==> src/rtl/mix_accum.sv <==
// Frame accumulator for the mix stage: sums and tracks the maximum of COUNT
// unsigned samples per frame, then holds the result until downstream takes it.
module mix_accum #(
    parameter int unsigned WIDTH = 8,
    parameter int unsigned COUNT = 4
) (
    input  logic             clk,
    input  logic             rst,
    input  logic             start,
    input  logic             abort,
    input  logic [WIDTH-1:0] in_data,
    input  logic             in_valid,
    output logic             in_ready,
    output logic [WIDTH+3:0] sum_out,
    output logic [WIDTH-1:0] max_out,
    output logic [4:0]       cnt_out,
    output logic             out_valid,
    input  logic             out_ready
);

    localparam int unsigned SUM_W = WIDTH + 4;
    localparam int unsigned CNT_W = 5;
    localparam logic [CNT_W-1:0] CNT_LAST = CNT_W'(COUNT);

    typedef enum logic [1:0] {
        ST_IDLE  = 2'd0,
        ST_ACCUM = 2'd1,
        ST_DONE  = 2'd2
    } state_e;

    state_e             state_q, state_d;
    logic [SUM_W-1:0]   sum_q, sum_d;
    logic [WIDTH-1:0]   max_q, max_d;
    logic [CNT_W-1:0]   cnt_q, cnt_d;
    logic [CNT_W-1:0]   cnt_inc;

    assign cnt_inc = cnt_q + CNT_W'(1);

    // State and result registers; reset discards any frame in flight.
    always_ff @(posedge clk or posedge rst) begin
        if (rst) begin
            state_q <= ST_IDLE;
            sum_q   <= '0;
            max_q   <= '0;
            cnt_q   <= '0;
        end else begin
            state_q <= state_d;
            sum_q   <= sum_d;
            max_q   <= max_d;
            cnt_q   <= cnt_d;
        end
    end

    // Next-state and datapath; abort is applied last so it overrides everything.
    always_comb begin
        state_d = state_q;
        sum_d   = sum_q;
        max_d   = max_q;
        cnt_d   = cnt_q;

        unique case (state_q)
            ST_IDLE: begin
                if (start) begin
                    state_d = ST_ACCUM;
                    sum_d   = '0;
                    max_d   = '0;
                    cnt_d   = '0;
                end
            end
            ST_ACCUM: begin
                if (in_valid) begin
                    sum_d = sum_q + SUM_W'(in_data);
                    if (in_data > max_q) begin
                        max_d = in_data;
                    end
                    cnt_d = cnt_inc;
                    if (cnt_inc == CNT_LAST) begin
                        state_d = ST_DONE;
                    end
                end
            end
            ST_DONE: begin
                if (out_ready) begin
                    state_d = ST_IDLE;
                end
            end
            default: begin
                state_d = ST_IDLE;
            end
        endcase

        if (abort) begin
            state_d = ST_IDLE;
            sum_d   = '0;
            max_d   = '0;
            cnt_d   = '0;
        end
    end

    // Handshake flags are pure decodes of the state register.
    assign in_ready  = (state_q == ST_ACCUM);
    assign out_valid = (state_q == ST_DONE);
    assign sum_out   = sum_q;
    assign max_out   = max_q;
    assign cnt_out   = cnt_q;

endmodule
==> config.mk <==
export PLATFORM = sky130hd
export DESIGN_NAME = mix_accum
export DESIGN_NICKNAME = d
export VERILOG_FILES = /design/src/rtl/mix_accum.sv
export SDC_FILE = /design/constraint.sdc
export NUM_CORES = 1
export LEC_CHECK = 0
export CAP_MARGIN = 10
export CORE_MARGIN = 2
export CORE_UTILIZATION = 30
export DETAILED_ROUTE_END_ITERATION = 8
export GPL_TIMING_DRIVEN = 1
export SYNTH_ARGS = -nofsm -noshare
export SYNTH_HDL_FRONTEND = slang
export SYNTH_SLANG_ARGS = --single-unit
==> constraint.sdc <==
create_clock -name clk -period 3.8 [get_ports clk]
set_input_delay 0.76 -clock clk [delete_from_list [all_inputs] [get_ports clk]]
set_output_delay 0.76 -clock clk [all_outputs]
set_load 0.1 [all_outputs]
==> impl_metrics.py, run 1 <==
metrics = {
    "floorplan": {
        "initial_core_util_pct": 31.5,
        "core_area_um2": 5610,
        "std_cell_rows": 27,
        "die_area_um2": 6530,
        "dieHeight_um": 80.8,
        "die_w_um": 80.8,
        "io_pins": 41,
    },
    "cts": {
        "clock_latency_ps": 280,
        "clkTransAtPathRegs_ps": 90,
        "h-tree-depth": 1,
        "cts.path.max_buffers": 2,
        "cts-root-buf": "clkbuf_8",
        "cts_setup_buffers": 0,
        "cts_made_buffers": 3,
        "cts_tree": "yes",
        "cts_resized": 0,
        "postCtsHoldBufs": 0,
        "cts_sinks": 27,
    },
    "power": {
        "p_sw_mw": 0.236,
        "ir_drop_uv": 126,
        "pwr-share-clk_pct": 25.2,
        "power_frac_seq_pct": 45.2,
        "power_density_nw_per_um2": 292,
        "p_int_mw": 0.436,
        "swShare_pct": 35.1,
        "p_leak_nw": 0.987,
        "p_comb_share_pct": 29.6,
    },
    "route": {
        "wl_per_cell_um": 14.0,
        "drtIter0Drc": 49,
        "via_per_inst": 5.12,
        "drcViolationCount": 0,
        "firstDrtPassIters": 4,
        "antenna_left": 0,
        "wl_um": 4300,
        "num_vias": 1578,
    },
    "grt": {
        "grt_pass1_vias": 1487,
        "antenna_found_initial": 0,
        "grt_overflow": 0,
        "grt_pass1_wl_um": 7110,
        "grt_max_degree": 28,
        "grt_usage_pct": 14.0,
    },
    "timing": {
        "setup_viol": 0,
        "post-route-period-util_pct": 74.5,
        "timing.final.crit_period_ps": 2830,
        "finClkSkew_ps": 2.16,
        "fin_tns_setup_ps": 0,
        "maxClockFrequency_ghz": 0.353,
        "grt_setup_unrepaired": "no",
        "drv_slew": 0,
        "hold_viol": 0,
        "max-slew-margin-rel_pct": 34.9,
        "max_slew.worst_pin.slew_ps": 973,
    },
    "finish": {
        "layout_common_cells": "39 x clkdlybuf4s50_1, 33 x nand2_1, 27 x dfrtp_1",
        "finish.utilization_pct": 41.0,
        "final_common_cell": "clkdlybuf4s50_1",
        "finalNonFillerCells": 308,
        "fin_nets": 269,
        "area_growth_pct": 29.8,
        "num_antenna_cells": 0,
        "design_area_um2": 2300,
        "drive_gt1_share_pct": 5.08,
    },
    "critical_path": {
        "rrSetupSlack_ps": 1670,
        "r2r-start": "sum_out[0]$_DFFE_PP0P_",
        "path_max_fanout": 5,
        "cp-startpoint": "state_q[0]$_DFFE_PP0P_",
        "worstReg2RegEnd": "sum_out[10]$_DFFE_PP0P_",
        "crit_arrival_ps": 2070,
        "rr_worst_depth": 7,
        "start_kind": "flip-flop",
        "critPathKind": "reg -> out",
        "cp-end-kind": "output pin",
        "critPathRequiredTime_ps": 3040,
    },
    "worst_hold_path": {
        "holdPathEnd": "sum_out[3]$_DFFE_PP0P_",
        "hp-class": "reg -> reg",
        "hp-start": "sum_out[3]$_DFFE_PP0P_",
        "holdPathStages": 2,
    },
    "synthesis": {
        "ys_ff_latch": 27,
        "synth-seq-area-share_pct": 38.2,
        "syn_avg_cell_area_um2": 9.17,
        "synthesis.nets": 225,
        "yosys_warnings": 0,
        "syn_inst": 193,
        "synth_cell_types": 36,
        "netlist_area_um2": 1770,
    },
    "place": {
        "hpwlAfterDp_um": 3200,
        "port_buffers": 40,
        "dp.cells": 304,
        "gp_congestion": 0.780,
        "dpl-instance-area_um2": 2250,
    },
    "flow_run": {
        "drv_cap": 0,
    },
    "outcome": {
        "status": "completed",
    },
}
==> power by group through the flow <==
| stage | Clock, mW | Combinational [mW] | Sequential (mW) |
|---|---|---|---|
| 5_1_grt | 0.184 | 0.215 | 0.305 |
| 3_3_place_gp | 0 | 0.199 | 0.309 |
| 6_report | 0.170 | 0.199 | 0.303 |
| 3_5_place_dp | 0 | 0.200 | 0.309 |
| 2_1_floorplan | 0 | 0.0885 | 0.363 |
| 4_1_cts | 0.177 | 0.201 | 0.303 |
==> worst max path at each step <==
stage                         endpoint  slack, ps  cells past startpoint
2_1_floorplan                out_valid       1240                      2
3_3_place_gp   sum_out[10]$_DFFE_PP0P_        920                      8
3_5_place_dp   sum_out[10]$_DFFE_PP0P_        860                      8
4_1_cts                       in_ready        960                      3
5_1_grt                       in_ready        870                      3
6_report                      in_ready        970                      3
==> area by class of cell <==
cell class,count,area (um^2)
well taps,72,90.1
multi-input cells,151,1030
flip-flops and latches,27,676
inverters,12,45.0
repair buffers,42,413
fillers,591,3310
clock buffers,4,45.0
==> stage by stage <==
stage	hold slack, ps	worst slack (ps)	power (mW)
floorplan	599	1240	0.451
global placement	507	925	0.508
detailed placement	503	856	0.509
CTS	531	958	0.681
global route	560	872	0.704
finish	524	971	0.671
==> kinds of logic after synthesis <==
kind of cell / count (synthesis) / synth area share, %
and+or+nand+nor: 65 / 17.3
AOI/OAI and AO/OA: 52 / 18.7
DFF: 27 / 38.2
adders and majority gates: 18 / 13.2
buffers and inverters: 15 / 3.68
muxes: 10 / 5.94
xor gates and xnor gates: 6 / 2.97
==> registers in the layout (all words and copies together), names as in the netlist <==
| register | flops |
|---|---|
| sum_out | 12 |
| cnt_out | 5 |
| max_out | 8 |
| state_q | 2 |
==> worst max-delay path, cell delays in order, from the launching register on <==
cell and delay, ps:
dfrtp_1 440, inv_1 120, nor2_1 100, clkdlybuf4s50_1 1140
==> Yosys cell counts <==
| cell | instances | area [um^2] |
|---|---|---|
| xnor2_1 | 2 | 17.5 |
| buf_4 | 2 | 15.0 |
| o21bai_1 | 1 | 7.51 |
| nor3_2 | 1 | 10.0 |
| a311oi_1 | 1 | 8.76 |
| o31ai_1 | 1 | 7.51 |
| fa_1 | 1 | 20.0 |
| nand4b_1 | 1 | 8.76 |
| or4b_1 | 1 | 10.0 |
| o221a_2 | 1 | 11.3 |
| a211oi_1 | 3 | 22.5 |
| nand2_1 | 33 | 124 |
| a31oi_1 | 4 | 25.0 |
| nor2_1 | 11 | 41.3 |
| a21o_1 | 3 | 22.5 |
| mux2_4 | 1 | 15.0 |
| and3_1 | 2 | 12.5 |
| nor3_4 | 1 | 16.3 |
| xor2_1 | 4 | 35.0 |
| nand4_1 | 4 | 25.0 |
| o211ai_1 | 2 | 15.0 |
| a21oi_1 | 12 | 60.1 |
| o21ai_1 | 1 | 5.00 |
| mux2i_1 | 9 | 90.1 |
| dfrtp_1 | 27 | 676 |
| a2111oi_2 | 1 | 15.0 |
| o21ai_0 | 19 | 95.1 |
| nor4_1 | 1 | 6.26 |
| inv_1 | 12 | 45.0 |
| ha_1 | 17 | 213 |
| nand3_1 | 5 | 25.0 |
| a32o_1 | 2 | 20.0 |
| nor3_1 | 3 | 15.0 |
| nand2b_1 | 2 | 12.5 |
| a21oi_4 | 1 | 16.3 |
| buf_2 | 1 | 5.00 |
==> routing by layer <==
metal / global-route usage [%] / share of wire [%] / up-vias
met5: 0 / 0 / -
met4: 4.07 / 1.2 / 0
met3: 2.00 / 2.7 / 5
met2: 23.0 / 46 / 23
met1: 19.3 / 50 / 766
li1: - / - / 784
Note: power is estimated with default switching activity, not from simulation.
==> run 2: changes to the inputs <==
clock period = 2.7 ns   (was 3.8 ns; I/O delays follow)
==> run 2 against run 1 <==
Global-route usage increased by 0.38 points. Critical path depth rose by 5. Cell area shrank 1.2%.
==> impl_metrics.py, run 2 (synthesis gave the netlist of run 1 again) <==
metrics = {
    "outcome": {
        "status": "completed",
    },
    "place": {
        "gp_congestion": 0.821,
        "hpwlAfterDp_um": 3260,
        "dpl-instance-area_um2": 2220,
        "port_buffers": 40,
    },
    "timing": {
        "setup_viol": 0,
        "post-route-period-util_pct": 88.8,
        "maxClockFrequency_ghz": 0.417,
        "drv_slew": 0,
        "hold_viol": 0,
        "max_slew.worst_pin.slew_ps": 558,
        "finClkSkew_ps": 3.90,
        "timing.final.crit_period_ps": 2400,
        "fin_tns_setup_ps": 0,
        "grt_setup_unrepaired": "no",
        "max-slew-margin-rel_pct": 62.7,
    },
    "cts": {
        "cts_made_buffers": 3,
        "h-tree-depth": 1,
        "cts_sinks": 27,
        "clock_latency_ps": 280,
        "clkTransAtPathRegs_ps": 100,
        "cts_setup_buffers": 0,
        "cts_resized": 0,
        "cts-root-buf": "clkbuf_8",
        "cts_tree": "yes",
        "postCtsHoldBufs": 0,
        "cts.path.max_buffers": 2,
    },
    "critical_path": {
        "start_kind": "input pin",
        "cp-end-kind": "flip-flop",
        "critPathKind": "in -> reg",
        "critPathRequiredTime_ps": 2860,
        "crit_chain": "clkdlybuf4s50_1 > ha_1 > fa_1 > a211oi_1 > o211ai_1 > nand4_1 > mux2i_1 > o21ai_0",
        "slowest_stage": "clkdlybuf4s50_1",
        "crit_arrival_ps": 2550,
        "critPathMaxStageDelay_ps": 460,
        "path_max_fanout": 3,
    },
    "finish": {
        "fin_nets": 274,
        "final_common_cell": "buf_4",
        "num_antenna_cells": 0,
        "design_area_um2": 2270,
        "area_growth_pct": 28.3,
        "drive_gt1_share_pct": 17.8,
        "largest_register_ffs": 12,
        "nFillCells": 592,
        "layout_common_cells": "34 x buf_4, 33 x nand2_1, 27 x dfrtp_1",
    },
    "grt": {
        "grt_pass1_wl_um": 7300,
        "grt_max_degree": 28,
        "grt_usage_pct": 14.4,
        "grt_overflow": 0,
        "grt_pass1_vias": 1503,
        "grt_use_met3_pct": 2.22,
        "use_met2_pct": 23.3,
        "antenna_found_initial": 0,
        "gr-usage-met1_pct": 20.2,
        "grt-busiest-layer": "met2",
    },
    "route": {
        "wl_per_cell_um": 13.8,
        "num_vias": 1585,
        "firstDrtPassIters": 4,
        "wl_um": 4330,
        "drtIter0Drc": 64,
        "antenna_left": 0,
        "drcViolationCount": 0,
        "via_per_inst": 5.06,
    },
    "power": {
        "power_frac_seq_pct": 45.0,
        "p_sw_mw": 0.335,
        "swShare_pct": 35.3,
        "p_leak_nw": 1.06,
        "p_comb_share_pct": 29.7,
        "p_int_mw": 0.614,
        "ir_drop_uv": 243,
        "power_density_nw_per_um2": 418,
        "pwr-share-clk_pct": 25.3,
    },
    "floorplan": {
        "dieHeight_um": 80.8,
        "std_cell_rows": 27,
        "die_w_um": 80.8,
        "io_pins": 41,
        "initial_core_util_pct": 31.5,
        "die_area_um2": 6530,
        "core_area_um2": 5610,
    },
    "worst_hold_path": {
        "hp-class": "reg -> reg",
    },
    "flow_run": {
        "drv_cap": 0,
    },
}
[run 2: changes by cell type in the layout (fill, tap and decap cells not counted), sizes merged]
cell / before / now
clkdlybuf4s50: 39 / 13
buf: 3 / 34
[run 2: path summary, 6_finish.rpt]
| path | slack (ps) | cells past startpoint | end | startpoint |
|---|---|---|---|---|
| worst max-delay path | 300 | 8 | sum_out[10]$_DFFE_PP0P_ | in_data[0] |
| worst min-delay path | 530 | 2 | sum_out[4]$_DFFE_PP0P_ | sum_out[4]$_DFFE_PP0P_ |
| worst min register to register | 530 | 2 | sum_out[4]$_DFFE_PP0P_ | sum_out[4]$_DFFE_PP0P_ |
| max in group asynchronous | 1810 | 3 | sum_out[2]$_DFFE_PP0P_ | rst |
| worst max register to register | 640 | 7 | sum_out[10]$_DFFE_PP0P_ | sum_out[0]$_DFFE_PP0P_ |
| min in group asynchronous | 630 | 3 | max_out[6]$_DFFE_PP0P_ | rst |
[run 2: power groups by stage]
stage	Sequential (mW)	Combinational, mW	Clock (mW)
final	0.427	0.281	0.240
after global routing	0.429	0.304	0.270
after detailed placement	0.435	0.283	0
after floorplan	0.510	0.125	0
after global placement	0.435	0.283	0
after CTS	0.427	0.284	0.248
[run 2: worst max-delay path: cells and delay by family]
family / cells / cell delay (ps)
compound gates: 3 / 590
fa+ha+maj: 2 / 650
buf+inv: 1 / 460
mux: 1 / 170
simple gates: 1 / 140
[run 2: cell type report]
cell class,instances,area [um^2],area share (%)
multi-input combinational,151,1030,45.3
sequential,27,676,29.8
timing repair buffer,47,385,17.0
tap,72,90.1,3.97
clock buffer,4,45.0,1.98
inverter,12,45.0,1.98
[run 2: per-layer routing]
layer,routed length [um],up-vias
li1,-,793
met1,2150,761
met3,175,4
met4,36,0
met5,0,-
met2,1970,27
[run 2: per-stage QoR]
step	std cells	total power [mW]	setup slack [ps]	hold WS (ps)	util, %
2_1_floorplan	193	0.635	209	593	-
3_3_place_gp	309	0.718	72.7	498	39.7
3_5_place_dp	309	0.718	25.9	510	39.7
4_1_cts	313	0.960	289	533	40.5
5_1_grt	313	1.00	160	554	40.5
6_report	313	0.948	302	528	40.5
